===== config.mk =====
export PLATFORM = sky130hd
export DESIGN_NAME = dma_mem_bridge
export DESIGN_NICKNAME = d
export VERILOG_FILES = /design/src/rtl/dma_mem_bridge.sv
export SDC_FILE = /design/constraint.sdc
export NUM_CORES = 1
export LEC_CHECK = 0
export BUFFER_PORTS_ARGS = -buffer_cell sky130_fd_sc_hd__buf_4
export CAP_MARGIN = 20
export CORE_MARGIN = 2
export CORE_UTILIZATION = 35
export DETAILED_ROUTE_END_ITERATION = 8
export HOLD_SLACK_MARGIN = 0.15
export PLACE_DENSITY_LB_ADDON = 0.25
export SETUP_SLACK_MARGIN = 0.02
export SYNTH_ARGS = -nofsm -noshare
export SYNTH_HDL_FRONTEND = slang
export SYNTH_SLANG_ARGS = --single-unit
export TNS_END_PERCENT = 1

===== constraint.sdc =====
create_clock -name clk -period 3.95 [get_ports clk]
set_input_delay 0.1975 -clock clk [delete_from_list [all_inputs] [get_ports clk]]
set_output_delay 0.1975 -clock clk [all_outputs]
set_load 0.05 [all_outputs]

===== src/rtl/dma_mem_bridge.sv =====
`default_nettype none
// ============================================================================
// Module   : dma_mem_bridge
// Purpose  : Bridges the DMA engine's read/write burst channels onto a shared
//            single-port, word-addressed synchronous SRAM. One burst is active
//            at a time. Read and write requests are arbitrated round-robin.
//            Read beats return through a 2-entry skid buffer. No strobe is
//            issued while the CPU owns the port (mem_gnt low).
// Ports    : clk, rst                  - clock, synchronous active-high reset
//            rd_req_* / rd_*           - read burst request and beat return
//            wr_req_* / wr_*           - write burst request and beat intake
//            mem_*                     - SRAM port (read data one cycle late)
//            err                       - sticky wr_last / length mismatch flag
// Revision : 1.0 - initial release
// ============================================================================
module dma_mem_bridge #(
  parameter int ADDR_WIDTH = 32,
  parameter int DATA_WIDTH = 32
) (
  input  logic                  clk,
  input  logic                  rst,
  input  logic [ADDR_WIDTH-1:0] rd_req_addr,
  input  logic [4:0]            rd_req_len,
  input  logic                  rd_req_valid,
  output logic                  rd_req_ready,
  output logic [DATA_WIDTH-1:0] rd_rdata,
  output logic                  rd_valid,
  output logic                  rd_last,
  input  logic                  rd_ready,
  input  logic [ADDR_WIDTH-1:0] wr_req_addr,
  input  logic [4:0]            wr_req_len,
  input  logic                  wr_req_valid,
  output logic                  wr_req_ready,
  input  logic [DATA_WIDTH-1:0] wr_data,
  input  logic                  wr_valid,
  input  logic                  wr_last,
  output logic                  wr_ready,
  output logic [ADDR_WIDTH-1:0] mem_addr,
  output logic                  mem_ren,
  output logic                  mem_wen,
  output logic [DATA_WIDTH-1:0] mem_wdata,
  input  logic [DATA_WIDTH-1:0] mem_rdata,
  input  logic                  mem_gnt,
  output logic                  err
);

  localparam logic [ADDR_WIDTH-1:0] C_ALIGN_MASK = ~ADDR_WIDTH'(3);

  typedef enum logic [1:0] {
    S_IDLE = 2'd0,
    S_RD   = 2'd1,
    S_WR   = 2'd2
  } state_t;

  state_t                  state_q, state_d;
  logic                    last_wr_q, last_wr_d;   // 1: last served was a write
  logic [ADDR_WIDTH-1:0]   base_q, base_d;
  logic [4:0]              len_q, len_d;
  logic [4:0]              beat_cnt_q, beat_cnt_d;
  logic [5:0]              issue_cnt_q, issue_cnt_d; // runs to len+1, needs 6 bits
  logic                    inflight_q;
  logic                    err_q;

  // Skid buffer: two entries, head/tail pointers and occupancy
  logic [DATA_WIDTH-1:0]   buf_q [2];
  logic                    head_q, tail_q;
  logic [1:0]              buf_cnt_q;

  logic                    w_idle, w_grant_rd, w_grant_wr;
  logic                    w_pop, w_issue, w_wacc, w_wr_end;
  logic [2:0]              w_occ;

  assign w_idle     = (state_q == S_IDLE) && !rst;
  // Both pending: serve the type opposite to the last one served
  assign w_grant_rd = w_idle && rd_req_valid && (!wr_req_valid || last_wr_q);
  assign w_grant_wr = w_idle && wr_req_valid && !w_grant_rd;

  assign rd_valid   = (buf_cnt_q != 2'd0);
  assign w_pop      = rd_valid && rd_ready;

  // Occupancy once this cycle settles; an issue now lands in the buffer next
  // cycle, so the buffer plus the in-flight beat must leave room for it.
  assign w_occ      = {1'b0, buf_cnt_q} + {2'b00, inflight_q} - {2'b00, w_pop};
  assign w_issue    = !rst && (state_q == S_RD) && mem_gnt &&
                      (issue_cnt_q <= {1'b0, len_q}) && (w_occ < 3'd2);

  assign wr_ready   = !rst && (state_q == S_WR) && mem_gnt;
  assign w_wacc     = wr_ready && wr_valid;
  assign w_wr_end   = (beat_cnt_q == len_q);

  assign rd_req_ready = w_grant_rd;
  assign wr_req_ready = w_grant_wr;
  assign rd_rdata     = rd_valid ? buf_q[head_q] : '0;
  assign rd_last      = rd_valid && (beat_cnt_q == len_q);
  assign mem_ren      = w_issue;
  assign mem_wen      = w_wacc;
  assign mem_wdata    = w_wacc ? wr_data : '0;
  assign err          = err_q;

  // Offsets are word multiples; the sum wraps modulo 2^ADDR_WIDTH
  always_comb begin
    mem_addr = '0;
    if (w_issue) begin
      mem_addr = base_q + {{(ADDR_WIDTH-8){1'b0}}, issue_cnt_q, 2'b00};
    end else if (w_wacc) begin
      mem_addr = base_q + {{(ADDR_WIDTH-7){1'b0}}, beat_cnt_q, 2'b00};
    end
  end

  // Next-state logic
  always_comb begin
    state_d     = state_q;
    last_wr_d   = last_wr_q;
    base_d      = base_q;
    len_d       = len_q;
    beat_cnt_d  = beat_cnt_q;
    issue_cnt_d = issue_cnt_q;
    case (state_q)
      S_IDLE: begin
        if (w_grant_rd) begin
          base_d      = rd_req_addr & C_ALIGN_MASK;
          len_d       = rd_req_len;
          beat_cnt_d  = '0;
          issue_cnt_d = '0;
          last_wr_d   = 1'b0;
          state_d     = S_RD;
        end else if (w_grant_wr) begin
          base_d      = wr_req_addr & C_ALIGN_MASK;
          len_d       = wr_req_len;
          beat_cnt_d  = '0;
          issue_cnt_d = '0;
          last_wr_d   = 1'b1;
          state_d     = S_WR;
        end
      end
      S_RD: begin
        if (w_issue) begin
          issue_cnt_d = issue_cnt_q + 6'd1;
        end
        if (w_pop) begin
          beat_cnt_d = beat_cnt_q + 5'd1;
          if (beat_cnt_q == len_q) begin
            state_d = S_IDLE;
          end
        end
      end
      S_WR: begin
        if (w_wacc) begin
          beat_cnt_d = beat_cnt_q + 5'd1;
          if (w_wr_end) begin
            state_d = S_IDLE;
          end
        end
      end
      default: state_d = S_IDLE;
    endcase
  end

  always_ff @(posedge clk) begin
    if (rst) begin
      state_q     <= S_IDLE;
      last_wr_q   <= 1'b1;
      base_q      <= '0;
      len_q       <= '0;
      beat_cnt_q  <= '0;
      issue_cnt_q <= '0;
      inflight_q  <= 1'b0;
      err_q       <= 1'b0;
      head_q      <= 1'b0;
      tail_q      <= 1'b0;
      buf_cnt_q   <= '0;
    end else begin
      state_q     <= state_d;
      last_wr_q   <= last_wr_d;
      base_q      <= base_d;
      len_q       <= len_d;
      beat_cnt_q  <= beat_cnt_d;
      issue_cnt_q <= issue_cnt_d;
      inflight_q  <= w_issue;
      // Length is governed by len; a misplaced wr_last only flags the error
      if (w_wacc && (wr_last != w_wr_end)) begin
        err_q <= 1'b1;
      end
      if (inflight_q) begin
        tail_q <= ~tail_q;
      end
      if (w_pop) begin
        head_q <= ~head_q;
      end
      buf_cnt_q <= buf_cnt_q + {1'b0, inflight_q} - {1'b0, w_pop};
    end
  end

  // Buffer storage needs no reset; the occupancy count qualifies it
  always_ff @(posedge clk) begin
    if (!rst && inflight_q) begin
      buf_q[tail_q] <= mem_rdata;
    end
  end

endmodule
`default_nettype wire


# --- Yosys cells after proc, flatten, opt, wreduce, memory -nomap -nowiden ---
# Memory sizes are Yosys's and may differ from the RTL's. A register that Yosys moved wholly into a read port is not among the register bits.
# Cells that the tools add are included.
totals:
  n_memories: 1
  mem_bits_rw: 64
  output_inout_bits: 104
  in_bits: 146
  reg_bits: 57
  wordCells: 90
classes:
  bitwise_logic: 2
  n_mux: 29
  reduce_logical: 29
  magnitude_cmp: 2
  addsub: 8
  eq_ne: 8
memory_table:
  columns: ["name", "depth", "width", "rd", "rd_ports_with_merged_regs", "write_ports", "line_no", "rtl"]
  rows:
  - ["buf_q", 2, 32, 1, 1, 1, "65", "logic [DATA_WIDTH-1:0] buf_q [2];"]
op_table:
  columns: ["op", "n"]
  rows:
  - ["$mux 32", 6]
  - ["$add 32x7->32", 1]
  - ["$add 32x8->32", 1]
  - ["$mux 5", 6]
  - ["$mux 6", 3]
  - ["$logic_and 1x1->1", 16]
  - ["$pmux 5 s3", 1]
  - ["$pmux 6 s2", 1]
  - ["$mux 2", 5]
  - ["$add 6x1->6 const B", 1]
  - ["$le 6x5->1", 1]
  - ["$mux 1", 6]
  - ["$ne 2x2->1 const B", 3]
  - ["$pmux 2 s3", 1]
  - ["$reduce_and 3->1", 2]
  - ["$reduce_bool 2->1", 3]
  - ["$add 5x1->5 const B", 1]
  - ["$eq 5x5->1", 1]
  - ["$reduce_and 4->1", 1]
  - ["$add 2x1->3", 1]
  - ["$logic_not 1->1", 3]
  - ["$lt 3x2->1 const B", 1]
  - ["$ne 3x3->1 const B", 1]
  - ["$reduce_bool 3->1", 1]
  - ["10 further kinds", 11]

# --- Depth between registers and ports, before layout ---
# Gate-level depths: netlist of the first run.
depth:
  word_depth: 9
  ltp_mapped: 12
  depth_no_buf: 11

# --- Worst setup path before layout of the first run ---
# No wires, ideal clock.
synth_timing:
  path_kind: "register to output"
  startpoint: "register buf_cnt_q[0]"
  endpoint: "output port mem_addr[29]"
  path_stages_with_launch: 13
  path_slack_ps: 439
  required_time_ps: 3753
  t_arrival_ps: 3314
  path_buffers: 1
  cell_sequence: "dfxtp_1 inv_1 nand3_1 o21ai_0 ha_1 fa_1 nor4b_2 and2_2 nand2_4 inv_4 buf_4 nor2_1 a211oi_1"
synth_between:
  elab_chain_cells: 6
  elab_cells_between_ends: 7
  cone_classes: "add/sub: 2; order compare: 1; mux: 1; reduce/logical: 3"
synth_rtl:
  columns: ["element", "line_no", "rtl"]
  rows:
  - ["start, declared", "67", "logic [1:0] buf_cnt_q;"]
  - ["start signal, assigned", "190", "buf_cnt_q <= buf_cnt_q + {1'b0, inflight_q} - {1'b0, w_pop};"]
  - ["parallel branches: the longest is 2 deep, another holds $add 2x1->3", null, null]
  - ["$sub 3x1->3 (*)", "83", "assign w_occ = {1'b0, buf_cnt_q} + {2'b00, inflight_q} - {2'b00, w_pop};"]
  - ["net w_occ[1]", "71", "logic [2:0] w_occ;"]
  - ["$lt 3x2->1 (*)", "85", "(issue_cnt_q <= {1'b0, len_q}) && (w_occ < 3'd2);"]
  - ["$logic_and 1x1->1 (*)", "85", null]
  - ["net mem_ren", "39", "output logic mem_ren,"]
  - ["$mux 32 (*)", "103", "if (w_issue) begin"]
  - ["end, declared", "38", "output logic [ADDR_WIDTH-1:0] mem_addr,"]
# Mark *: on every way through the listed nets, which the timed path passes.

# --- Final worst setup path of the first run ---
layout_timing:
  startpoint: "register buf_cnt_q[1]"
  endpoint: "output port mem_addr[20]"
layout_between:
  elab_chain_cells: 6
  elab_cells_between_ends: 7
  cone_classes: "add/sub: 2; order compare: 1; mux: 1; reduce/logical: 3"
layout_rtl:
  columns: ["element", "line_no"]
  rows:
  - ["parallel branches: the longest is 2 deep, another holds $add 2x1->3", null]
  - ["$sub 3x1->3 (*)", "83"]
  - ["net w_occ[1]", "71"]
  - ["$lt 3x2->1 (*)", "85"]
  - ["$logic_and 1x1->1 (*)", "85"]
  - ["$mux 32 (*)", "103"]
# Marked as above.

==> results of run 1 <==
[synth_stat cells, drive strengths merged, types with 11 or more instances]
| cell type | number |
|---|---|
| dfxtp | 56 |
| buf | 25 |
| a31oi | 14 |
| a21oi | 34 |
| nor2 | 97 |
| and3 | 46 |
| a211oi | 47 |
| nand3 | 27 |
| inv | 25 |
| clkbuf | 28 |
| mux2i | 70 |
| o21ai | 28 |
| edfxtp | 64 |
| ha | 23 |
| nand2 | 30 |
| nor3 | 11 |
[cell families after synthesis]
logic type | Yosys count
other | 1
xor gates and xnor gates | 17
buffers and inverters | 78
DFF | 120
and+or+nand+nor | 259
adders and majority gates | 26
muxes | 72
AOI/OAI and AO/OA | 181
[through the flow]
step	hold WS, ns	area [um^2]	setup slack [ns]
6_report	0.154	10500	0.211
2_1_floorplan	0.296	7230	0.439
4_1_cts	0.152	10500	0.0947
5_1_grt	0.163	10500	0.00203
3_5_place_dp	0.386	9230	0.566
3_3_place_gp	0.383	9230	0.579
[what timing repair did]
action	4_1_cts	5_1_grt
hold buffers	72	0
endpoints found under the hold margin	85	0
resized for setup	0	2
endpoints found under the setup margin	0	9
[per-layer routing]
metal  track usage  up-vias  routed length, um
li1              -     3413                  -
met1         0.246     3268               9340
met2         0.339      301              10600
met3        0.0485       24               1760
met4        0.0567        0                278
met5             0        -                  0
[path summary, 6_finish.rpt]
kind | startpoint | to | slack [ns] | cells past startpoint
max | buf_cnt_q[1]$_SDFF_PP0_ | mem_addr[20] | 0.21 | 11
min | wr_req_addr[4] | base_q[4]$_SDFFE_PP0P_ | 0.15 | 3
max reg2reg | state_q[1]$_SDFFE_PP0P_ | base_q[15]$_SDFFE_PP0P_ | 1.06 | 9
min reg2reg | last_wr_q$_SDFFE_PP1P_ | last_wr_q$_SDFFE_PP1P_ | 0.46 | 1
[area by class of cell]
type | count | area, um^2 | area share
Timing Repair Buffer | 325 | 2620 | 0.249
Clock inverter | 15 | 144 | 0.0137
Tap cell | 270 | 338 | 0.0321
Inverter | 25 | 98.8 | 0.00939
Clock buffer | 17 | 425 | 0.0404
Sequential cell | 120 | 3040 | 0.289
Multi-Input combinational cell | 557 | 3860 | 0.366
[state kept, by name, summed over array words and instances, names as in the netlist, named ones only]
name and cells:
tail_q 1, head_q 1, err 1, base_q 30
issue_cnt_q 6, buf_q 64, beat_cnt_q 5, inflight_q 1
state_q 2, last_wr_q 1, len_q 5, buf_cnt_q 2
[power groups by stage]
| stage | clock, mW | combinational [mW] | sequential [mW] |
|---|---|---|---|
| 3_3_place_gp | 0 | 0.950 | 1.56 |
| 5_1_grt | 1.58 | 1.15 | 1.55 |
| 3_5_place_dp | 0 | 0.965 | 1.56 |
| 2_1_floorplan | 0 | 0.714 | 1.50 |
| 4_1_cts | 1.53 | 1.05 | 1.54 |
| 6_report | 1.49 | 1.04 | 1.54 |
[worst register-to-register path: cells and delay by family (launching register included)]
| family | cells | cell delay (ns) |
|---|---|---|
| multiplexers | 1 | 0.17 |
| adder cells (fa/ha/maj) | 1 | 0.29 |
| AND/OR/NAND/NOR | 2 | 0.40 |
| AO/OA/AOI/OAI | 2 | 0.36 |
| buffers and inverters | 3 | 1.24 |
| flip-flops | 1 | 0.34 |
==> metrics.txt, run 1 <==
# TYPE chip_impl_metric gauge
chip_impl_info{name="status",value="finished, final reports clean"} 1
chip_impl_metric{name="post-cts-setup-buffers",unit=""} 0
chip_impl_metric{name="detail_route.vias_per_cell",unit=""} 5.27
chip_impl_metric{name="synth_enable_flop_cells",unit=""} 64
chip_impl_info{name="crit_top_cell",value="buf_4"} 1
chip_impl_info{name="mostFrequentLayoutCell",value="buf_4"} 1
chip_impl_metric{name="synth_top_area_share",unit=""} 0.266
chip_impl_metric{name="post-route-period-util",unit=""} 0.947
chip_impl_metric{name="cts_max_level",unit=""} 4
chip_impl_info{name="cts_tree",value="done"} 1
chip_impl_metric{name="antenna_found_initial",unit=""} 0
chip_impl_metric{name="total_power",unit="mW"} 4.08
chip_impl_metric{name="grtUsageTotal",unit=""} 0.197
chip_impl_info{name="setup.worst_path.start_class",value="flip-flop"} 1
chip_impl_metric{name="routed_wire_length_per_instance",unit="um"} 16.5
chip_impl_metric{name="critical_path.max_stage_delay",unit="ns"} 0.43
chip_impl_metric{name="dr.pass1.iters",unit=""} 5
chip_impl_metric{name="drive_gt1_frac",unit=""} 0.291
chip_impl_metric{name="combinationalPowerShare",unit=""} 0.256
chip_impl_metric{name="clk_pin_slew",unit="ns"} 0.06
chip_impl_metric{name="seq_area_frac_synth",unit=""} 0.421
chip_impl_metric{name="place_inst",unit=""} 1225
chip_impl_metric{name="tritoncts_num_sinks",unit=""} 120
chip_impl_metric{name="core_area",unit="mm^2"} 0.0202
chip_impl_metric{name="drc",unit=""} 0
chip_impl_metric{name="rows",unit=""} 52
chip_impl_info{name="most-common-layout-cells",value="buf_4 (253), nor2_1 (96), dlygate4sd3_1 (72)"} 1
chip_impl_metric{name="die_y",unit="um"} 148
chip_impl_metric{name="detailedPlacementHpwl",unit="mm"} 15.4
chip_impl_info{name="crit_path_top_delay_cell",value="fa_1"} 1
chip_impl_metric{name="die_w",unit="um"} 148
chip_impl_info{name="netlist_top_cells_area",value="edfxtp_1 (27%), dfxtp_1 (16%), mux2i_1 (9.7%), nor2_1 (5.0%), a211oi_1 (4.9%)"} 1
chip_impl_metric{name="finish.cell_count_without_fillers",unit=""} 1329
chip_impl_metric{name="final_period_minus_worst_setup_slack",unit="ns"} 3.74
chip_impl_metric{name="gp_routability_congestion",unit=""} 0.873
chip_impl_metric{name="overflow",unit=""} 0
chip_impl_info{name="unrepaired_setup_endpoints_after_global_routing",value="true"} 1
chip_impl_metric{name="synth.mux.area_fraction",unit=""} 0.100
chip_impl_metric{name="final_nets",unit=""} 1218
chip_impl_metric{name="routed-via-count",unit=""} 7006
chip_impl_metric{name="critical_path_peak_fanout",unit=""} 13
chip_impl_metric{name="worst_ep_arrival_time",unit="ns"} 3.54
chip_impl_metric{name="power.switching_fraction",unit=""} 0.337
chip_impl_metric{name="highest_attainable_clock_frequency",unit="MHz"} 267
chip_impl_metric{name="clk_lat_worst_skew",unit="ns"} 0.42
chip_impl_metric{name="detailed_route_wire_length",unit="mm"} 21.9
chip_impl_metric{name="syn_inst",unit=""} 754
chip_impl_metric{name="yosys_warnings",unit=""} 0
chip_impl_metric{name="syn-cell-area",unit="mm^2"} 0.00723
chip_impl_info{name="clock-root-buffer",value="clkbuf_16"} 1
chip_impl_metric{name="die_area",unit="mm^2"} 0.0218
chip_impl_info{name="crit_path_end_kind",value="primary output"} 1
chip_impl_info{name="setup.worst_path.class",value="reg2out"} 1
chip_impl_metric{name="grt_first_pass_wirelength",unit="mm"} 34.2
chip_impl_metric{name="syn_avg_cell_area",unit="um^2"} 9.59
chip_impl_metric{name="simple_gate_area_share_of_the_yosys_netlist",unit=""} 0.183
chip_impl_metric{name="synth_xor_xnor_area_share",unit=""} 0.0206
chip_impl_metric{name="finalHoldViolations",unit=""} 0
chip_impl_metric{name="layout_filler_cell_count",unit=""} 1870
chip_impl_metric{name="area.growth.synth_to_final",unit="%"} 45.6
chip_impl_info{name="ys.flop_type",value="edfxtp_1"} 1
chip_impl_info{name="synth_top_family_by_area",value="simple AND/OR/NAND/NOR gates"} 1
chip_impl_metric{name="slew_violations",unit=""} 0
chip_impl_metric{name="power.net_switching",unit="mW"} 1.38
chip_impl_info{name="path_cells",value="nand3_1, o21ai_0, ha_1, fa_1, nor4b_2, and2_4, nand2_4, buf_4, a21o_1, a221oi_1, buf_4"} 1
chip_impl_info{name="critPathTopFamily",value="simple AND/OR/NAND/NOR gates"} 1
chip_impl_metric{name="power.sequential.fraction",unit=""} 0.377
chip_impl_metric{name="initial_standard_cell_utilization_of_the_core",unit=""} 0.357
chip_impl_metric{name="buffer_and_inverter_count_on_the_worst_path",unit=""} 2
chip_impl_metric{name="synth_compound_gate_area_share",unit=""} 0.178
chip_impl_metric{name="io_buffer_count",unit=""} 243
chip_impl_metric{name="final_worst_clock_skew",unit="ns"} 0.00728
chip_impl_metric{name="clock_power_share",unit=""} 0.367
chip_impl_info{name="post-synth-top-area-cell",value="edfxtp_1"} 1
chip_impl_metric{name="vias_in_the_first_global_route",unit=""} 6575
chip_impl_metric{name="ir_worst_vdd",unit="V"} 0.000288
chip_impl_metric{name="postRouteAntennaNets",unit=""} 0
chip_impl_metric{name="largest_net_degree_at_the_start_of_global_routing",unit=""} 64
chip_impl_metric{name="synthAdderAreaFrac",unit=""} 0.0481
chip_impl_metric{name="postSynth.asyncResetShare",unit=""} 0
chip_impl_metric{name="cts-root-to-sink-buffers",unit=""} 2
chip_impl_metric{name="max-slew-margin-rel",unit=""} 0.303
chip_impl_metric{name="detail_route.iter0.violations",unit=""} 357
chip_impl_metric{name="maxCapViolations",unit=""} 0
chip_impl_metric{name="finalSetupViolCount",unit=""} 0
chip_impl_metric{name="antenna_cells",unit=""} 0
chip_impl_metric{name="cts_made_buffers",unit=""} 17
chip_impl_metric{name="finalSetupTns",unit="ns"} 0
chip_impl_metric{name="worst_slew_pin_slew",unit="ns"} 1.04
chip_impl_metric{name="final_core_utilization",unit=""} 0.520
chip_impl_metric{name="critical_path_required",unit="ns"} 3.75
chip_impl_metric{name="io_pins",unit=""} 250
chip_impl_metric{name="synth.lib_cells_used.distinct",unit=""} 77
chip_impl_metric{name="synth-seq-cells",unit=""} 120
chip_impl_metric{name="p_leak",unit="nW"} 4.36
chip_impl_metric{name="powerDensity",unit="mW/mm^2"} 387
chip_impl_info{name="hold_path_class",value="in2reg"} 1
chip_impl_metric{name="cell_internal_pwr",unit="mW"} 2.70
(Power assumes the default switching activity.)
==> inputs of run 2 (changes only) <==
--- a/config.mk
+++ b/config.mk
@@ -8,9 +8,10 @@
 export BUFFER_PORTS_ARGS = -buffer_cell sky130_fd_sc_hd__buf_4
 export CAP_MARGIN = 20
 export CORE_MARGIN = 2
-export CORE_UTILIZATION = 35
+export CORE_UTILIZATION = 51
 export DETAILED_ROUTE_END_ITERATION = 8
 export HOLD_SLACK_MARGIN = 0.15
+export MAX_ROUTING_LAYER = met4
 export PLACE_DENSITY_LB_ADDON = 0.25
 export SETUP_SLACK_MARGIN = 0.02
 export SYNTH_ARGS = -nofsm -noshare
==> metrics.txt, run 2 (synthesis results as in run 1) <==
# TYPE chip_impl_metric gauge
chip_impl_metric{name="critical_path_required",unit="ns"} 3.75
chip_impl_metric{name="min_path_cells",unit=""} 3
chip_impl_info{name="timing.rr.start",value="state_q[0]$_SDFFE_PP0P_"} 1
chip_impl_info{name="clock-root-buffer",value="clkbuf_16"} 1
chip_impl_metric{name="powerDensity",unit="mW/mm^2"} 396
chip_impl_metric{name="detailedPlacementHpwl",unit="mm"} 14.2
chip_impl_metric{name="die_w",unit="um"} 123
chip_impl_metric{name="finalSetupTns",unit="ns"} 0
chip_impl_metric{name="drive_gt1_frac",unit=""} 0.288
chip_impl_metric{name="clk_pin_slew",unit="ns"} 0.06
chip_impl_metric{name="post-route-period-util",unit=""} 0.927
chip_impl_info{name="hold_path_class",value="in2reg"} 1
chip_impl_metric{name="cts_made_buffers",unit=""} 17
chip_impl_metric{name="die_area",unit="mm^2"} 0.0151
chip_impl_metric{name="final_nets",unit=""} 1237
chip_impl_info{name="status",value="finished, final reports clean"} 1
chip_impl_info{name="worst_hold_endpoint",value="base_q[22]$_SDFFE_PP0P_"} 1
chip_impl_metric{name="detail_route.vias_per_cell",unit=""} 5.68
chip_impl_metric{name="detail_route.iter0.violations",unit=""} 529
chip_impl_metric{name="io_buffer_count",unit=""} 243
chip_impl_metric{name="routed-via-count",unit=""} 7144
chip_impl_info{name="setup.worst_path.start_class",value="flip-flop"} 1
chip_impl_metric{name="postRouteAntennaNets",unit=""} 0
chip_impl_metric{name="cts-root-to-sink-buffers",unit=""} 2
chip_impl_metric{name="grt_first_pass_wirelength",unit="mm"} 34.2
chip_impl_metric{name="ir_worst_vdd",unit="V"} 0.000299
chip_impl_metric{name="place_inst",unit=""} 1136
chip_impl_metric{name="reg2reg_slack",unit="ns"} 1.05
chip_impl_metric{name="gp_routability_congestion",unit=""} 0.975
chip_impl_metric{name="tritoncts_num_sinks",unit=""} 120
chip_impl_info{name="most-common-layout-cells",value="buf_4 (254), nor2_1 (96), dlygate4sd3_1 (89)"} 1
chip_impl_info{name="reg_top3",value="buf_q: 64 flops, base_q: 30 flops, issue_cnt_q: 6 flops"} 1
chip_impl_metric{name="overflow",unit=""} 0
chip_impl_info{name="crit_path_end_kind",value="primary output"} 1
chip_impl_info{name="cts_tree",value="done"} 1
chip_impl_metric{name="io_pins",unit=""} 250
chip_impl_metric{name="largest_net_degree_at_the_start_of_global_routing",unit=""} 64
chip_impl_info{name="mostFrequentLayoutCell",value="buf_4"} 1
chip_impl_info{name="largest-register",value="buf_q"} 1
chip_impl_metric{name="die_y",unit="um"} 123
chip_impl_metric{name="slew_violations",unit=""} 0
chip_impl_metric{name="worst_slew_pin_slew",unit="ns"} 0.996
chip_impl_metric{name="highest_attainable_clock_frequency",unit="MHz"} 273
chip_impl_metric{name="total_power",unit="mW"} 4.22
chip_impl_metric{name="grtUsageTotal",unit=""} 0.298
chip_impl_metric{name="antenna_cells",unit=""} 0
chip_impl_metric{name="detailed_route_wire_length",unit="mm"} 22.3
chip_impl_metric{name="finish.cell_count_without_fillers",unit=""} 1258
chip_impl_info{name="unrepaired_setup_endpoints_after_global_routing",value="false"} 1
chip_impl_metric{name="initial_standard_cell_utilization_of_the_core",unit=""} 0.521
chip_impl_info{name="timing.hold.worst.start",value="rd_req_addr[22]"} 1
chip_impl_metric{name="max-slew-margin-rel",unit=""} 0.336
chip_impl_metric{name="routed_wire_length_per_instance",unit="um"} 17.7
chip_impl_metric{name="core_area",unit="mm^2"} 0.0139
chip_impl_metric{name="area.growth.synth_to_final",unit="%"} 47.4
chip_impl_metric{name="rows",unit=""} 43
chip_impl_metric{name="final_period_minus_worst_setup_slack",unit="ns"} 3.66
chip_impl_metric{name="finalHoldViolations",unit=""} 0
chip_impl_metric{name="largest_register_ffs",unit=""} 64
chip_impl_info{name="reg2reg_to",value="base_q[23]$_SDFFE_PP0P_"} 1
chip_impl_metric{name="final_worst_clock_skew",unit="ns"} 0.00653
chip_impl_metric{name="vias_in_the_first_global_route",unit=""} 6866
chip_impl_info{name="setup.worst_path.class",value="reg2out"} 1
chip_impl_metric{name="dr.pass1.iters",unit=""} 6
chip_impl_metric{name="critical_path_peak_fanout",unit=""} 13
chip_impl_metric{name="maxCapViolations",unit=""} 0
chip_impl_metric{name="finalSetupViolCount",unit=""} 0
chip_impl_metric{name="antenna_found_initial",unit=""} 0
chip_impl_metric{name="drc",unit=""} 0
chip_impl_metric{name="cts_max_level",unit=""} 4
chip_impl_metric{name="p_leak",unit="nW"} 4.47
chip_impl_metric{name="clk_lat_worst_skew",unit="ns"} 0.41
chip_impl_metric{name="timing.reg2reg.worst_path_depth",unit=""} 9
chip_impl_metric{name="worst_ep_arrival_time",unit="ns"} 3.46
[run 2: cell count changes in the layout (fill, tap and decap cells not counted), sizes merged]
cell,previous run,this run
dlygate4sd3,72,89
buf,253,255
clkinv,0,5
clkinvlp,2,1
bufinv,0,3
inv,38,31
[run 2: what timing repair did]
action	in CTS	in global routing
hold endpoints to repair	96	0
gates resized for setup	0	1
endpoints found under the setup margin	0	10
hold buffers	89	0
setup buffers	0	1
[run 2: how the worst max path moves through the flow]
stage / startpoint / endpoint / cells after the start
after floorplan: buf_cnt_q[0]$_SDFF_PP0_ / mem_addr[29] / 12
after global placement: buf_cnt_q[0]$_SDFF_PP0_ / mem_addr[13] / 12
after detailed placement: buf_cnt_q[1]$_SDFF_PP0_ / mem_addr[20] / 11
after CTS: buf_cnt_q[1]$_SDFF_PP0_ / mem_addr[20] / 11
after global routing: beat_cnt_q[0]$_SDFFE_PP0P_ / mem_addr[30] / 10
final: issue_cnt_q[4]$_SDFFE_PP0P_ / mem_addr[29] / 8
[run 2: worst max-delay path, stage by stage, from the launching register on]
cell and delay [ns]:
dfxtp_1 0.45, ha_1 0.31, a211oi_1 0.41, a31o_1 0.59, nand2_4 0.21, buf_4 0.24
a21o_1 0.20, a211oi_1 0.35, buf_4 0.27
[run 2: per-layer routing]
metal | wire (um) | GRT usage | share of wire
met1 | 9290 | 0.367 | 0.42
met2 | 11300 | 0.507 | 0.51
met3 | 1420 | 0.0494 | 0.064
met4 | 315 | 0.0845 | 0.014
met5 | 0 | - | 0
[run 2: layout make-up]
| type | instances | area (um^2) |
|---|---|---|
| multi-input combinational | 557 | 3860 |
| fill | 928 | 3220 |
| sequential | 120 | 3040 |
| timing repair buffer | 344 | 2820 |
| clock buffer | 17 | 425 |
| tap | 180 | 225 |
| clock inverter | 15 | 191 |
| inverter | 25 | 96.3 |
[run 2: through the flow]
step | setup slack (ns) | hold WS (ns) | utilization | area, um^2
2_1_floorplan | 0.439 | 0.296 | - | 7230
3_3_place_gp | 0.633 | 0.382 | 0.658 | 9140
3_5_place_dp | 0.595 | 0.385 | 0.658 | 9140
4_1_cts | 0.122 | 0.150 | 0.767 | 10600
5_1_grt | 0.112 | 0.177 | 0.768 | 10700
6_report | 0.290 | 0.159 | 0.768 | 10700
[run 2: where the power goes]
group          internal (mW)  leakage [nW]  switching (mW)
Combinational          0.473          3.13           0.593
Clock                   1.01         0.302           0.606
Sequential              1.40          1.03           0.134
Total                   2.88          4.47            1.33
==> inputs of run 3 (changes only) <==
--- a/config.mk
+++ b/config.mk
@@ -12,7 +12,7 @@
 export DETAILED_ROUTE_END_ITERATION = 8
 export HOLD_SLACK_MARGIN = 0.15
 export MAX_ROUTING_LAYER = met4
-export PLACE_DENSITY_LB_ADDON = 0.25
+export PLACE_DENSITY = 0.77
 export SETUP_SLACK_MARGIN = 0.02
 export SYNTH_ARGS = -nofsm -noshare
 export SYNTH_HDL_FRONTEND = slang
==> metrics.txt, run 3 (synthesis results as in run 1) <==
# TYPE chip_impl_metric gauge
chip_impl_info{name="cts_tree",value="done"} 1
chip_impl_metric{name="die_w",unit="um"} 123
chip_impl_metric{name="detailedPlacementHpwl",unit="mm"} 14.5
chip_impl_info{name="unrepaired_setup_endpoints_after_global_routing",value="false"} 1
chip_impl_metric{name="final_core_utilization",unit=""} 0.755
chip_impl_metric{name="slew_violations",unit=""} 0
chip_impl_info{name="hold_path_class",value="in2reg"} 1
chip_impl_info{name="crit_path_end_kind",value="primary output"} 1
chip_impl_metric{name="maxCapViolations",unit=""} 0
chip_impl_metric{name="critical_path_peak_fanout",unit=""} 22
chip_impl_info{name="most-common-layout-cells",value="buf_4 (251), nor2_1 (96), dlygate4sd3_1 (83)"} 1
chip_impl_metric{name="total_power",unit="mW"} 3.94
chip_impl_metric{name="post-route-period-util",unit=""} 0.919
chip_impl_metric{name="max-slew-margin-rel",unit=""} 0.295
chip_impl_metric{name="overflow",unit=""} 0
chip_impl_info{name="mostFrequentLayoutCell",value="buf_4"} 1
chip_impl_metric{name="layout_filler_cell_count",unit=""} 980
chip_impl_metric{name="area.growth.synth_to_final",unit="%"} 44.9
chip_impl_metric{name="finalWorstSetupSlack",unit="ns"} 0.319
chip_impl_metric{name="critical_path_required",unit="ns"} 3.75
chip_impl_metric{name="place_inst",unit=""} 1133
chip_impl_metric{name="grtUsageTotal",unit=""} 0.294
chip_impl_info{name="endpoint_of_the_most_critical_setup_path",value="mem_addr[20]"} 1
chip_impl_metric{name="drc",unit=""} 0
chip_impl_metric{name="vias_in_the_first_global_route",unit=""} 6729
chip_impl_metric{name="drive_gt1_frac",unit=""} 0.285
chip_impl_metric{name="final_period_minus_worst_setup_slack",unit="ns"} 3.63
chip_impl_metric{name="routed-via-count",unit=""} 7173
chip_impl_metric{name="finalSetupTns",unit="ns"} 0
chip_impl_metric{name="antenna_cells",unit=""} 0
chip_impl_info{name="setup.worst_path.start_class",value="flip-flop"} 1
chip_impl_metric{name="timing.reg2reg.worst_path_depth",unit=""} 9
chip_impl_metric{name="p_leak",unit="nW"} 4.37
chip_impl_info{name="reg2reg_to",value="len_q[1]$_SDFFE_PP0P_"} 1
chip_impl_metric{name="rows",unit=""} 43
chip_impl_metric{name="dr.pass1.iters",unit=""} 6
chip_impl_metric{name="power.sequential.fraction",unit=""} 0.390
chip_impl_metric{name="antenna_found_initial",unit=""} 0
chip_impl_metric{name="clock_power_share",unit=""} 0.343
chip_impl_metric{name="largest_net_degree_at_the_start_of_global_routing",unit=""} 64
chip_impl_metric{name="finish.cell_count_without_fillers",unit=""} 1248
chip_impl_metric{name="largest_register_ffs",unit=""} 64
chip_impl_metric{name="cts-root-to-sink-buffers",unit=""} 2
chip_impl_metric{name="power.net_switching",unit="mW"} 1.29
chip_impl_metric{name="postRouteAntennaNets",unit=""} 0
chip_impl_metric{name="clk_lat_worst_skew",unit="ns"} 0.42
chip_impl_metric{name="clk_pin_slew",unit="ns"} 0.06
chip_impl_metric{name="post-place-ws",unit="ns"} 0.530
chip_impl_metric{name="tritoncts_num_sinks",unit=""} 120
chip_impl_info{name="setup.worst_path.class",value="reg2out"} 1
chip_impl_metric{name="highest_attainable_clock_frequency",unit="MHz"} 275
chip_impl_metric{name="worst_ep_arrival_time",unit="ns"} 3.43
chip_impl_metric{name="final_nets",unit=""} 1227
chip_impl_info{name="reg_top3",value="buf_q: 64 flops, base_q: 30 flops, issue_cnt_q: 6 flops"} 1
chip_impl_metric{name="gp_routability_congestion",unit=""} 0.925
chip_impl_metric{name="die_area",unit="mm^2"} 0.0151
chip_impl_metric{name="worst_slew_pin_slew",unit="ns"} 1.06
chip_impl_metric{name="detail_route.vias_per_cell",unit=""} 5.75
chip_impl_metric{name="core_area",unit="mm^2"} 0.0139
chip_impl_metric{name="io_buffer_count",unit=""} 243
chip_impl_metric{name="ir_worst_vdd",unit="V"} 0.000300
chip_impl_metric{name="grt_first_pass_wirelength",unit="mm"} 33.8
chip_impl_metric{name="detailed_route_wire_length",unit="mm"} 22.1
chip_impl_metric{name="final_worst_clock_skew",unit="ns"} 0.0100
chip_impl_info{name="critical_path.startpoint",value="buf_cnt_q[1]$_SDFF_PP0_"} 1
chip_impl_metric{name="reg2reg_slack",unit="ns"} 1.02
chip_impl_metric{name="detail_route.iter0.violations",unit=""} 565
chip_impl_info{name="clock-root-buffer",value="clkbuf_16"} 1
chip_impl_metric{name="power.switching_fraction",unit=""} 0.326
chip_impl_metric{name="combinationalPowerShare",unit=""} 0.267
chip_impl_info{name="status",value="finished, final reports clean"} 1
chip_impl_metric{name="cts_made_buffers",unit=""} 17
chip_impl_metric{name="routed_wire_length_per_instance",unit="um"} 17.7
chip_impl_metric{name="io_pins",unit=""} 250
chip_impl_info{name="largest-register",value="buf_q"} 1
chip_impl_metric{name="finalSetupViolCount",unit=""} 0
chip_impl_metric{name="powerDensity",unit="mW/mm^2"} 376
chip_impl_metric{name="finalHoldViolations",unit=""} 0
chip_impl_metric{name="cts_max_level",unit=""} 4
chip_impl_metric{name="die_y",unit="um"} 123
chip_impl_info{name="timing.rr.start",value="state_q[0]$_SDFFE_PP0P_"} 1
chip_impl_metric{name="cell_internal_pwr",unit="mW"} 2.65
chip_impl_metric{name="initial_standard_cell_utilization_of_the_core",unit=""} 0.521
-- run 3: cell types whose count changed in the layout (fill, tap and decap cells not counted), moves of 3 or more --
| cell | before | now |
|---|---|---|
| buf_4 | 254 | 251 |
| bufinv_16 | 3 | 0 |
| clkinv_2 | 2 | 6 |
| clkinvlp_4 | 1 | 4 |
| dlygate4sd3_1 | 89 | 83 |
| inv_6 | 4 | 1 |
-- run 3: final cells by class --
type,count,area [um^2],area share
Timing Repair Buffer,334,2720,0.259
Tap cell,180,225,0.0215
Multi-Input combinational cell,557,3870,0.369
Sequential cell,120,3040,0.291
Clock inverter,14,85.1,0.00812
Inverter,25,106,0.0102
Clock buffer,18,429,0.0410
-- run 3: worst max-delay path, cell delays in order, from the launching register on --
cell and delay [ns]:
dfxtp_1 0.42, nand3_1 0.16, o21ai_0 0.11, ha_1 0.19, fa_1 0.46, nor4b_2 0.28
and2_4 0.32, nand2_8 0.17, a21o_1 0.27, a221oi_1 0.36, buf_4 0.27
-- run 3: metal layers --
| layer | vias up | GRT usage | wire length, um |
|---|---|---|---|
| met5 | - | - | 0 |
| met4 | 0 | 0.100 | 550 |
| met3 | 58 | 0.0701 | 1710 |
| met2 | 314 | 0.475 | 10600 |
| met1 | 3374 | 0.363 | 9210 |
| li1 | 3427 | - | - |
-- run 3: worst min-delay path by stage --
| stage | from | to | slack, ns | depth (start not counted) |
|---|---|---|---|---|
| after floorplan | mem_rdata[0] | buf_q[0][0]$_DFFE_PP_ | 0.30 | 0 |
| after global placement | mem_rdata[0] | buf_q[0][0]$_DFFE_PP_ | 0.38 | 1 |
| after detailed placement | mem_rdata[24] | buf_q[1][24]$_DFFE_PP_ | 0.39 | 1 |
| after CTS | rd_req_addr[16] | base_q[16]$_SDFFE_PP0P_ | 0.15 | 3 |
| after global routing | rd_req_addr[22] | base_q[22]$_SDFFE_PP0P_ | 0.15 | 3 |
| final | rd_req_addr[22] | base_q[22]$_SDFFE_PP0P_ | 0.14 | 3 |
-- run 3: power groups by stage --
stage               Clock, mW  Sequential, mW  Combinational [mW]
floorplan                   0            1.50               0.714
global placement            0            1.56               0.921
CTS                      1.36            1.53                1.03
detailed placement          0            1.56               0.938
global route             1.43            1.55                1.15
finish                   1.35            1.54                1.05
-- run 3: through the flow --
step | hold slack [ns] | cell area (um^2)
floorplan | 0.296 | 7230
global placement | 0.382 | 9100
detailed placement | 0.385 | 9100
CTS | 0.150 | 10400
global route | 0.149 | 10500
finish | 0.136 | 10500
-- run 3: repair_timing --
item	CTS	global route
hold buffers	81	2
resized for setup	0	6
hold endpoints to repair	93	1
buffers inserted	0	0
endpoints found under the setup margin	0	18
